File: config.mk
export PLATFORM = sky130hd
export DESIGN_NAME = scan_xchg_ctrl
export DESIGN_NICKNAME = d
export VERILOG_FILES = /design/src/rtl/scan_xchg_ctrl.sv
export SDC_FILE = /design/constraint.sdc
export NUM_CORES = 1
export LEC_CHECK = 0
export BUFFER_PORTS_ARGS = -buffer_cell sky130_fd_sc_hd__buf_2
export CAP_MARGIN = 0
export CORE_ASPECT_RATIO = 1.5
export CORE_UTILIZATION = 59
export DETAILED_ROUTE_END_ITERATION = 12
export GPL_TIMING_DRIVEN = 0
export PLACE_DENSITY = 0.89
export SETUP_SLACK_MARGIN = 0.02
export SYNTH_ARGS = -nofsm -noshare
export SYNTH_HDL_FRONTEND = slang
export SYNTH_SLANG_ARGS = --single-unit
File: constraint.sdc
create_clock -name clk_in -period 2.25 [get_ports clk_in]
set_input_delay 0.1125 -clock clk_in [delete_from_list [all_inputs] [get_ports clk_in]]
set_output_delay 0.1125 -clock clk_in [all_outputs]
set_load 0.1 [all_outputs]
File: src/rtl/scan_xchg_ctrl.sv
// rtl/scan_xchg_ctrl.sv - byte-stream to scan-chain exchange controller
//
// Serialises host bytes into the scan chain MSB first. At the same time it
// captures the bits the chain shifts out and returns them as bytes, so one
// pass swaps the whole image. Both byte streams use valid/ready handshakes.
// The chain is enabled only in the eight cycles that shift each byte.
// A host stall on either side therefore holds the chain frozen.

module scan_xchg_ctrl #(
  parameter int CHAIN_LEN = 168,
  parameter int NBYTES    = CHAIN_LEN / 8
) (
  input  logic       clk_in,
  input  logic       rst_in,
  input  logic       start_in,
  output logic       busy_out,
  output logic       done_out,
  input  logic       in_valid,
  input  logic [7:0] in_data,
  output logic       in_ready,
  output logic       out_valid,
  output logic [7:0] out_data,
  input  logic       out_ready,
  output logic       scan_en_out,
  output logic       scan_in_out,
  input  logic       scan_out_in
);

  localparam int BW = $clog2(NBYTES + 1);
  localparam logic [BW-1:0] BYTE_ONE  = 1;
  localparam logic [BW-1:0] BYTE_LAST = BW'(NBYTES - 1);

  localparam logic [2:0] S_IDLE  = 3'd0;
  localparam logic [2:0] S_FETCH = 3'd1;
  localparam logic [2:0] S_SHIFT = 3'd2;
  localparam logic [2:0] S_PUSH  = 3'd3;
  localparam logic [2:0] S_FIN   = 3'd4;

  logic [2:0]    state;
  logic [7:0]    tx_sh;     // outgoing byte; bit 7 drives the chain
  logic [6:0]    rx_sh;     // first seven captured bits of the current byte
  logic [2:0]    bit_cnt;   // shift cycles completed within the current byte
  logic [BW-1:0] byte_cnt;  // bytes fully returned to the host

  // Exchange sequencer: fetch byte, shift eight bits, push captured byte
  always_ff @(posedge clk_in or posedge rst_in) begin
    if (rst_in) begin
      state     <= S_IDLE;
      tx_sh     <= 8'd0;
      rx_sh     <= 7'd0;
      bit_cnt   <= 3'd0;
      byte_cnt  <= '0;
      out_valid <= 1'b0;
      out_data  <= 8'd0;
    end else begin
      case (state)
        S_IDLE: begin
          if (start_in) begin
            byte_cnt <= '0;
            state    <= S_FETCH;
          end
        end
        S_FETCH: begin
          if (in_valid) begin
            tx_sh   <= in_data;
            bit_cnt <= 3'd0;
            state   <= S_SHIFT;
          end
        end
        S_SHIFT: begin
          // scan_out_in is sampled before this edge moves the chain, so the
          // chain's current MSB is captured first.
          tx_sh   <= {tx_sh[6:0], 1'b0};
          rx_sh   <= {rx_sh[5:0], scan_out_in};
          bit_cnt <= bit_cnt + 3'd1;
          if (bit_cnt == 3'd7) begin
            out_data  <= {rx_sh, scan_out_in};
            out_valid <= 1'b1;
            state     <= S_PUSH;
          end
        end
        S_PUSH: begin
          if (out_ready) begin
            out_valid <= 1'b0;
            byte_cnt  <= byte_cnt + BYTE_ONE;
            state     <= (byte_cnt == BYTE_LAST) ? S_FIN : S_FETCH;
          end
        end
        S_FIN: begin
          state <= S_IDLE;
        end
        default: begin
          state <= S_IDLE;
        end
      endcase
    end
  end

  // Status and handshake outputs decode straight from the state register.
  // Reset then clears them at once, without waiting for a clock edge.
  always_comb begin
    busy_out    = (state != S_IDLE);
    done_out    = (state == S_FIN);
    in_ready    = (state == S_FETCH);
    scan_en_out = (state == S_SHIFT);
    scan_in_out = (state == S_SHIFT) & tx_sh[7];
  end

endmodule

==> flow_metrics.tcl <==
set metrics [dict create \
    synthesis.instances 136 \
    fin_area_um2 1980 \
    dp_hpwl_mm 2.27 \
    place_congestion 0.778 \
    cp-end-kind "output port" \
    setup_viol 0 \
    fin_skew_ps 6.33 \
    cts_tree "yes" \
    area_growth_pct 18.7 \
    ctsResizeCount 0 \
    hold_class "primary input to register" \
    clockBufferDepth 2 \
    critPathMaxFanout 10 \
    drc_errors 0 \
    grt_antenna_before_repair 0 \
    ant_nets 0 \
    first_iter_violations 17 \
    slew_viol_final 0 \
    die_area_um2 3050 \
    grtUsageTotal_pct 22.0 \
    grt_pass1_wl_mm 4.78 \
    clockRootBuffer "clkbuf_8" \
    coreArea_um2 2680 \
    synth_xor_area_share_pct 0 \
    synth_compound_area_share_pct 6.59 \
    vias 1154 \
    worstMarginPinSlew_ps 487 \
    overflow 0 \
    synthMuxAreaShare_pct 20.6 \
    p_leak_uw 0.000990 \
    yosysTopAreaCell "dfrtp_1" \
    drv_cap 0 \
    path_class "register to output port" \
    die_w_um 45.4 \
    drt_wl_total_mm 3.04 \
    grt_start_max_net_pins 36 \
    placementRows 23 \
    hold_viol 0 \
    yosys.area.top_type_share_pct 52.4 \
    cp-start-kind "register" \
    yosys.area_share.adder_pct 3.00 \
    cts_buffers 5 \
    fmax_mhz 531 \
    netlist_top_cells_area "dfrtp_1, mux2_2, ha_1" \
    num_antenna_cells 0 \
    clkSinkCount 35 \
    synth.yosys.seq_area_share_pct 52.4 \
    ys_types 33 \
    layout.nets 190 \
    io_buffers 27 \
    fp.dieH_um 67.2 \
    ios 28 \
    cp_data_arrival_time_ps 1770 \
    r2r-start "state[1]$_DFFE_PP0P_" \
    max-slew-margin-rel_pct 67.8 \
    top_layer_used "met4" \
    powerDensity_nw_per_um2 1240 \
    vias_per_cell 5.50 \
    start_util_pct 62.4 \
    hp-start "scan_out_in" \
    required_ps 2140 \
    clk_pin_slew_worst_paths_ps 60 \
    htreeDepth 2 \
    drt-wirelength-per-cell_um 14.5 \
    utilization_pct 74.1 \
    ir_drop_v 0.00149 \
    synth_area_per_cell_um2 12.3 \
    yosysWarnings 0 \
    syn-cell-area_um2 1670 \
    rsz0062_at_grt "no" \
    wl_met2_mm 1.67 \
    crit_path_start "state[1]$_DFFE_PP0P_" \
    wl_met3_um 91 \
    synth.net_count 154 \
    synth_top_family_by_area "multiplexers" \
    r2r_setup_slack_ps 640 \
    drive_gt1_share_pct 41.0 \
    fin_crit_ps 1880 \
    grt_pass1_vias 1136 \
    place_area_um2 1850 \
    ys_ff_latch 35 \
    period_share_pct 83.8 \
    clk_latency_ps 280 \
    run_status "completed" \
    cts_setup_buffers 0 \
    drtPass1Iterations 4 \
    drt-met1-wl_mm 1.22 \
    synth-simple-area-share_pct 12.1 \
]
[worst max-delay path, cell delays in order (launching register included)]
cell	delay [ps]
dfrtp_1	440
nor3b_2	230
buf_6	170
buf_4	200
buf_2	450
[metal layers]
| layer | GRT usage, % | vias up |
|---|---|---|
| li1 | - | 545 |
| met1 | 21.8 | 572 |
| met3 | 4.01 | 8 |
| met4 | 11.0 | 0 |
| met2 | 41.4 | 29 |
| met5 | 0 | - |
[report_power, final]
part	leakage [uW]	switching [uW]	internal, uW
combinational	0.000489	607	388
sequential	0.000450	149	837
clock	0.0000515	204	279
[worst paths after layout]
check,cells after the start,end
min in group asynchronous,3,out_valid$_DFFE_PP0P_
min reg2reg,1,out_valid$_DFFE_PP0P_
max reg2reg,5,out_data[6]$_DFFE_PP0P_
max in group asynchronous,4,rx_sh[3]$_DFFE_PP0P_
min,2,out_data[0]$_DFFE_PP0P_
max,4,scan_en_out
[repair_timing]
action	CTS	global route
hold buffers	0	1
hold endpoints to repair	0	8
setup endpoints to repair	0	0
[flip-flops by register name, summed over array words and instances (netlist names)]
signal     cells
bit_cnt        3
rx_sh          7
out_valid      1
out_data       8
tx_sh          8
byte_cnt       5
state          3
[per-stage QoR]
stage	hold WS, ps	power [uW]	worst slack, ps	TNS [ps]	instances
2_1_floorplan	264	1780	-519	-1520	136
3_3_place_gp	356	1910	740	0	200
3_5_place_dp	379	1990	657	0	200
4_1_cts	83.4	2470	356	0	208
5_1_grt	96.1	2590	265	0	210
6_report	86.8	2460	365	0	210
[cells by family after synthesis]
family,count (synthesis)
buf+inv,16
compound gates,16
simple gates,34
fa+ha+maj,4
mux,31
flops,35
[cell usage after synthesis]
library cell / number
nand3_1: 2
nor2_1: 4
inv_1: 10
buf_4: 3
a21oi_4: 1
a41o_1: 1
o2bb2ai_1: 1
nand2b_1: 3
nor3b_2: 1
nand3b_2: 1
nand4b_1: 1
ha_1: 4
a21o_1: 1
nor2b_1: 1
a21oi_1: 4
and4b_1: 2
dfrtp_1: 35
a22oi_1: 1
or4b_1: 1
and2_1: 1
nor3_1: 3
nand4_1: 3
nand2_1: 8
o21ai_0: 4
or3_1: 2
buf_6: 2
mux2i_1: 4
buf_2: 1
mux2_2: 27
nand3b_1: 1
o211ai_1: 1
o31ai_1: 1
o21ai_1: 1
[cell usage in the layout (no fill, tap or decap), drive strengths merged, types with 3 or more instances in the layout]
| cell type | netlist | final |
|---|---|---|
| dfrtp | 35 | 35 |
| buf | 6 | 34 |
| mux2 | 27 | 27 |
| inv | 10 | 9 |
| nand2 | 8 | 8 |
| clkbuf | 0 | 8 |
| o21ai | 5 | 5 |
| a21oi | 5 | 5 |
| nor2 | 4 | 4 |
| mux2i | 4 | 4 |
| ha | 4 | 4 |
| nand2b | 3 | 3 |
| nand4 | 3 | 3 |
| nor3 | 3 | 3 |
[area by class of cell]
class	instances	area (um^2)
Sequential cell	35	876
Multi-Input combinational cell	85	707
Fill cell	191	694
Timing Repair Buffer	29	165
Clock buffer	8	100
Buffer	6	50.0
Tap cell	37	46.3
Inverter	10	37.5
Note: power is estimated with default switching activity, not from simulation.
